[src/rtl/uart_transceiver.sv]
// Full-duplex 8N1 UART with valid/ready byte interfaces.
// TX and RX are independent; only clk and reset are shared.
module uart_transceiver #(
  parameter int CLOCK_FREQ = 125_000_000,
  parameter int BAUD_RATE  = 115_200
) (
  input  logic       clk,
  input  logic       reset,
  input  logic [7:0] data_in,
  input  logic       data_in_valid,
  output logic       data_in_ready,
  output logic [7:0] data_out,
  output logic       data_out_valid,
  input  logic       data_out_ready,
  input  logic       serial_in,
  output logic       serial_out
);

  localparam int SYMBOL_EDGE_TIME = CLOCK_FREQ / BAUD_RATE;
  localparam int SAMPLE_TIME = SYMBOL_EDGE_TIME / 2;
  localparam int CW = $clog2(SYMBOL_EDGE_TIME);
  localparam logic [CW-1:0] SYM_LAST =
    CW'(SYMBOL_EDGE_TIME - 1);
  localparam logic [CW-1:0] SMP_LAST =
    CW'(SAMPLE_TIME - 1);

  localparam logic [0:0] TX_IDLE = 1'b0;
  localparam logic [0:0] TX_BUSY = 1'b1;

  localparam logic [1:0] RX_IDLE  = 2'd0;
  localparam logic [1:0] RX_START = 2'd1;
  localparam logic [1:0] RX_DATA  = 2'd2;
  localparam logic [1:0] RX_STOP  = 2'd3;

  logic [0:0]    tx_state;
  logic [9:0]    tx_shift;
  logic [3:0]    tx_bit;
  logic [CW-1:0] tx_cnt;

  // Frame is {stop, data, start}; bit 0 is always on the wire.
  always_ff @(posedge clk) begin
    if (reset) begin
      tx_state <= TX_IDLE;
      tx_shift <= '1;
      tx_bit   <= '0;
      tx_cnt   <= '0;
    end else if (tx_state == TX_IDLE) begin
      if (data_in_valid) begin
        tx_state <= TX_BUSY;
        tx_shift <= {1'b1, data_in, 1'b0};
        tx_bit   <= '0;
        tx_cnt   <= '0;
      end
    end else if (tx_cnt == SYM_LAST) begin
      tx_cnt   <= '0;
      tx_shift <= {1'b1, tx_shift[9:1]};
      if (tx_bit == 4'd9) begin
        tx_state <= TX_IDLE;
      end else begin
        tx_bit <= tx_bit + 4'd1;
      end
    end else begin
      tx_cnt <= tx_cnt + 1'b1;
    end
  end

  assign data_in_ready = (tx_state == TX_IDLE);
  assign serial_out =
    (tx_state == TX_BUSY) ? tx_shift[0] : 1'b1;

  logic [1:0]    rx_sync;
  logic          rx;
  logic [1:0]    rx_state;
  logic [CW-1:0] rx_cnt;
  logic [2:0]    rx_bit;
  logic [7:0]    rx_shift;

  always_ff @(posedge clk) begin
    if (reset) begin
      rx_sync <= 2'b11;
    end else begin
      rx_sync <= {rx_sync[0], serial_in};
    end
  end

  assign rx = rx_sync[1];

  // Completion is written after the ready clear so a new byte wins.
  always_ff @(posedge clk) begin
    if (reset) begin
      rx_state       <= RX_IDLE;
      rx_cnt         <= '0;
      rx_bit         <= '0;
      rx_shift       <= '0;
      data_out       <= '0;
      data_out_valid <= 1'b0;
    end else begin
      if (data_out_ready) begin
        data_out_valid <= 1'b0;
      end
      unique case (rx_state)
        RX_IDLE: begin
          rx_cnt <= '0;
          if (!rx) begin
            rx_state <= RX_START;
          end
        end
        RX_START: begin
          if (rx_cnt == SMP_LAST) begin
            rx_cnt   <= '0;
            rx_bit   <= '0;
            rx_state <= rx ? RX_IDLE : RX_DATA;
          end else begin
            rx_cnt <= rx_cnt + 1'b1;
          end
        end
        RX_DATA: begin
          if (rx_cnt == SYM_LAST) begin
            rx_cnt   <= '0;
            rx_shift <= {rx, rx_shift[7:1]};
            rx_bit   <= rx_bit + 3'd1;
            if (rx_bit == 3'd7) begin
              rx_state <= RX_STOP;
            end
          end else begin
            rx_cnt <= rx_cnt + 1'b1;
          end
        end
        RX_STOP: begin
          if (rx_cnt == SYM_LAST) begin
            rx_cnt         <= '0;
            rx_state       <= RX_IDLE;
            data_out       <= rx_shift;
            data_out_valid <= 1'b1;
          end else begin
            rx_cnt <= rx_cnt + 1'b1;
          end
        end
        default: rx_state <= RX_IDLE;
      endcase
    end
  end

endmodule

[config.mk]
export PLATFORM = sky130hd
export DESIGN_NAME = uart_transceiver
export DESIGN_NICKNAME = d
export VERILOG_FILES = /design/src/rtl/uart_transceiver.sv
export SDC_FILE = /design/constraint.sdc
export NUM_CORES = 1
export LEC_CHECK = 0
export ABC_CLOCK_PERIOD_IN_PS = 1800
export BUFFER_PORTS_ARGS = -buffer_cell sky130_fd_sc_hd__buf_2
export CAP_MARGIN = 10
export CORE_AREA = 4 4 80 82
export DETAILED_ROUTE_END_ITERATION = 6
export DIE_AREA = 0 0 84 86
export GPL_ROUTABILITY_DRIVEN = 0
export PLACE_DENSITY_LB_ADDON = 0.08
export SETUP_SLACK_MARGIN = 0.5
export SLEW_MARGIN = 20
export SYNTH_ARGS = -nofsm -noshare
export SYNTH_HDL_FRONTEND = slang
export SYNTH_SLANG_ARGS = --single-unit
[constraint.sdc]
create_clock -name clk -period 1.8 [get_ports clk]
set_input_delay 0 -clock clk [delete_from_list [all_inputs] [get_ports clk]]
set_output_delay 0 -clock clk [all_outputs]
set_load 0.02 [all_outputs]
* Word level (Yosys, flattened, before mapping)
Cells that the tools add are included.
** Storage, ports and cells
- Bits in registers :: 61
- Input port bits :: 13
- Logic and storage cells :: 72
** Operators by class
- Add/subtract/negate cells :: 4
- Equality and inequality tests :: 15
- Mux-type cells :: 31
- Bitwise logic cells :: 1
- Reduce and logical (&&, ||, !) cells :: 10
** Operators by type and width (number)
- 11-bit 2-to-1 mux :: 5
- 11-bit case mux with 3 select lines :: 1
- 10-bit 2-to-1 mux :: 3
- 11-bit by 1-bit adder with 11-bit output, second input constant :: 2
- 11-bit equality test, second input constant :: 2
- 4-bit 2-to-1 mux :: 4
- 2-bit 2-to-1 mux :: 6
- 2-bit != test, second input constant :: 6
- 11-bit by 10-bit equality test with 1-bit output, second input constant :: 1
- 1-bit 2-to-1 mux :: 8
- 2-bit case mux with 4 select lines :: 1
- 3-bit 2-to-1 mux :: 2
- 3-bit case mux with 2 select lines :: 1
- 2-bit AND reduction :: 3
- 3-bit AND reduction :: 2
- 5-bit AND reduction :: 1
- 4-bit by 1-bit adder with 4-bit output, second input constant :: 1
- 2-bit equality test, second input constant :: 2
- 4-bit equality test, second input constant :: 1
- 2-bit nonzero test :: 2
- 3-bit by 1-bit adder with 3-bit output, second input constant :: 1
- 3-bit equality test, second input constant :: 1
- 2-bit by 1-bit equality test with 1-bit output, second input constant :: 1
- 2-bit zero test :: 1
- other kinds (3) :: 3

* Logic depth before layout (Yosys ltp)
- Word-level depth :: 4
- Mapped depth :: 7
- Mapped depth without buffers :: 6

* Worst setup path after synthesis
Ideal clock, no wire load.
- Path type :: reg-to-reg
- Start point :: register tx_cnt[0]
- End point :: register tx_cnt[10]
- Library setup time :: 0.106 ns
- Data arrival time :: 1.690 ns
- Setup slack :: 0.004 ns
- Stages on the path, launching flop included :: 7
- Path buffers :: 0
- Clock period less this slack :: 1.796 ns
- Cell sequence :: dfxtp_1 inv_1 ha_1 and4b_1 a31oi_2 or4b_1 o311ai_0
** On the way
- Cells in the longest elaborated chain, start to end :: 3
** Ends and longest elaborated chain
- start, declared :: line 38 : logic [CW-1:0] tx_cnt;
- start signal, assigned :: line 63 : tx_cnt <= tx_cnt + 1'b1;
- 11-bit by 1-bit adder with 11-bit output or 11-bit equality test (tied branches) :: line 63, 54
- 11-bit 2-to-1 mux (*) :: line 54 : end else if (tx_cnt == SYM_LAST) begin
- 11-bit 2-to-1 mux (*) :: line 47 : end else if (tx_state == TX_IDLE) begin
Every way passes the cells marked *; elsewhere a longest branch is shown, timed or not.
A chain may end at the register's enable or synchronous reset.

* Final worst setup path
- Start point :: register tx_cnt[1]
- End point :: register tx_bit[2]
** On the way
- Cells in the longest elaborated chain, start to end :: 3
** Ends and longest elaborated chain
- 11-bit equality test :: line 54
- 2-bit by 1-bit != test with 1-bit output (no line)
- 3-bit AND reduction (no line)
- end signal, assigned :: line 60 : tx_bit <= tx_bit + 4'd1;
- end, declared :: line 37 : logic [3:0] tx_bit;
No other way between the ends.

==> summary.txt <==
Clock tree
  • Max Buffers Root-to-Sink: 2
  • CTS buffer count: 9
  • CTS clk-pin slew, worst paths: 0.07 ns
  • Clock sinks: 60
  • CTS root buffer: clkbuf_8
  • Clk Latency, worst-skew pair: approximately 0.34 ns
  • CTS tree: built
  • H-Tree Depth: 3

Setup path
  • R2R Setup Slk: 0.002 ns
  • Crit. path cell count: 6
  • Crit. Startpoint: tx_cnt[1]
  • CP max stage cell: or4_1
  • CP Capture Type: register
  • Crit path launch type: register
  • Setup CP Type: reg -> reg
  • Required time of the critical path: around 2 ns
  • CP Cell Sequence: inv_4 -> ha_4 -> and4b_2 -> nand4_1 -> or4_1 -> a211oi_1
  • R2r endpoint: tx_bit[2]
  • RR Startpoint: tx_cnt[1]
  • CP top delay family: simple AND/OR/NAND/NOR gates
  • Crit-path max FO: 3
  • Worst Reg2Reg Path Length in Cells: 6
  • Critical path buffers and inverters: 1
  • Crit path DAT: ~2 ns
  • Critical Path End: tx_bit[2]
  • Biggest cell delay along the critical path: about 0.52 ns

GRT
  • Grt ovf: 0
  • Largest net degree at the start of global routing: 36
  • Vias in the first global route: roughly 2.3k
  • All-layer global routing usage: a little under a fifth
  • First-pass GRT wire length: 10900 um
  • Initial antenna violation count: 0

Timing
  • RSZ-0062 raised after global routing: true
  • Relative max-transition margin: 59.4%
  • Slew @ Worst Pin: ~0.6 ns
  • Final setup violating endpoints: 0
  • Max Clock Skew: 0.00864 ns
  • Final hold vios: 0
  • Final-report max-slew violation count: 0
  • Period utilization: between 90% and 100%
  • Fin Setup TNS: 0 ns
  • Min Tclk post-route: 1.80 ns
  • Final setup margin: 0.00220 ns
  • Maximum clock frequency: roughly 0.56 GHz

Status
  • Outcome: finished clean

Finish
  • Share of layout cells above drive strength 1: between 30% and 40%
  • Fill count: around 460
  • Fin nets: 393
  • Area growth, synth to finish: 37.8%
  • N_diodes: 0

Detailed routing
  • Initial DRC Count: roughly 120
  • Routed WL per cell: ~14 um
  • Post-Route WL: 6310 um
  • Drt pass-1 iters: 5
  • # DRC: 0
  • Final ANT Viol Nets: 0
  • Via density: approximately 5.5
  • Via count: roughly 2.5k

Die
  • Die Height: between 80 and 90 um
  • Starting Density: about half
  • Row count: 28
  • Core Area: about 5700 um^2
  • Die Width: about 84 um
  • Ports: 24
  • Die ar.: approximately 7200 um^2

Logic synthesis
  • Syn avg cell area: just over 9 um^2
  • Leading area contributor after synthesis: dfxtp_1
  • Number of synthesized register bits: 60
  • Synth unique cells: 53
  • YS warnings: 0
  • Async SR Flop Fraction: 0%
  • Prevailing post-synth register cell: dfxtp_1
  • Post-synthesis cell area: ~2800 um^2
  • Number of flops mapped to enable cells by yosys: 0
  • Post-synthesis cell count: 301
  • Top-area cell type share of the netlist area: 42.9%
  • Seq/Total Area, Yosys: roughly 43%
  • Post-Syn Nets: around 320
  • Synth top area cells: dfxtp_1 (43%), mux2i_1 (9.7%), nor2_1 (4.6%)

Place
  • Post-DP HPWL: 3910 um
  • Place WS: about 0.086 ns
  • # port buffers: 23

Power and ir drop
  • Leak: between 1 and 1.5 nW
  • P per Cell Area: ~750 nW/um^2
  • Peak VDD IR: around 0.53 mV

Worst hold path
  • Worst hold path class: in -> reg

Flow run
  • Maxcap violations: 0
[stage by stage]
stage	area, um^2	power (mW)	hold slack (ns)	instances	utilization [%]
global route	3860	2.99	0.0502	451	67.1
detailed placement	3210	1.56	0.188	403	55.8
CTS	3760	2.90	0.0238	444	65.5
finish	3860	2.88	0.0313	451	67.1
floorplan	2940	1.50	0.104	301	-
global placement	3210	1.55	0.184	403	55.8
[layout make-up]
cell class	instances	area (um^2)	share of cell area [%]
Multi-Input combinational cell	214	1680	43.7
Sequential cell	60	1230	32.0
Timing Repair Buffer	74	577	15.0
Clock buffer	11	163	4.22
Tap cell	75	93.8	2.43
Clock inverter	5	56.3	1.46
Inverter	12	48.8	1.27
[synth_stat cells, types with 2 or more instances]
cell / n
dfxtp_1: 60
nor2_1: 34
mux2i_1: 27
nand2_1: 16
nor3_1: 12
a21oi_1: 11
inv_1: 11
clkbuf_1: 9
ha_1: 9
a31oi_1: 8
nand4_1: 7
nand3_1: 6
o21ai_0: 6
a311oi_1: 5
and3_1: 5
nand2b_1: 5
xor2_1: 5
a211oi_1: 4
nor2b_1: 4
nor4_1: 4
o31ai_1: 4
or3_1: 4
xnor2_1: 4
a41oi_1: 3
nand3b_1: 3
or2_2: 3
buf_1: 2
buf_2: 2
o211ai_1: 2
or4_1: 2
or4b_1: 2
[what timing repair did]
action                                  in CTS  in global routing
pin swaps                                   16                 14
endpoints found under the hold margin       10                  0
setup buffers                               14                  7
resized for setup                           35                 13
cloned                                       1                  0
endpoints found under the setup margin      58                 58
hold buffers                                10                  0
[cells in the final DEF (no fill, tap or decap), types with 3 or more instances in the layout]
cell type and instances:
a21oi_1 8, a311oi_1 5, a31oi_1 8, a41oi_1 3
and3_4 3, buf_2 23, buf_4 29, buf_6 11
clkbuf_8 10, clkinv_2 3, dfxtp_1 45, dfxtp_2 9
dfxtp_4 6, dlygate4sd3_1 10, ha_1 5, ha_4 4
inv_1 7, inv_2 3, mux2i_1 27, nand2_1 16
nand2b_1 5, nand3_1 6, nand3b_1 3, nand4_1 7
nor2_1 34, nor2b_1 4, nor3_1 10, nor4_4 3
o21ai_0 4, o31ai_1 4, xnor2_1 4, xor2_1 5
[how the worst min path moves through the flow]
stage / start / endpoint / slack, ns / cells after the start
final: reset / tx_bit[3] / 0.03 / 2
after global routing: reset / tx_bit[3] / 0.05 / 2
after CTS: reset / tx_bit[3] / 0.02 / 2
after detailed placement: serial_in / rx_sync[0] / 0.19 / 2
after global placement: serial_in / rx_sync[0] / 0.18 / 2
after floorplan: serial_in / rx_sync[0] / 0.10 / 1
[power breakdown]
part	total, mW	switching (mW)	internal (mW)
Combinational	0.207	0.110	0.0979
Clock	1.31	0.554	0.761
Sequential	1.35	0.0140	1.34
Total	2.88	0.678	2.20
[metal layers]
layer  global-route usage (%)  up-vias  part of all wire (%)
met5                        0        -                     0
met1                     25.3     1164                    48
li1                         -     1238                     -
met2                     28.5       49                    47
met4                     8.77        0                   1.9
met3                     3.75       14                   3.7
[registers in the layout, summed over array words and instances, names as in the netlist, named ones only]
register and count:
rx_cnt 11, tx_cnt 11, tx_shift 9, data_out 8, rx_shift 8, tx_bit 4, rx_bit 3, rx_sync 2
data_out_valid 1, rx_state 1, tx_state 1
[logic make-up (layout without fill, tap and decap cells)]
group	after synthesis	in the layout	synth area share, %
simple gates	115	115	22.2
flops	60	60	42.9
compound gates	53	53	13.9
mux	28	28	10.1
buf+inv	27	102	4.11
fa+ha+maj	9	9	4.02
xor+xnor	9	9	2.82
No activity file was read; power rests on OpenSTA's default activity.
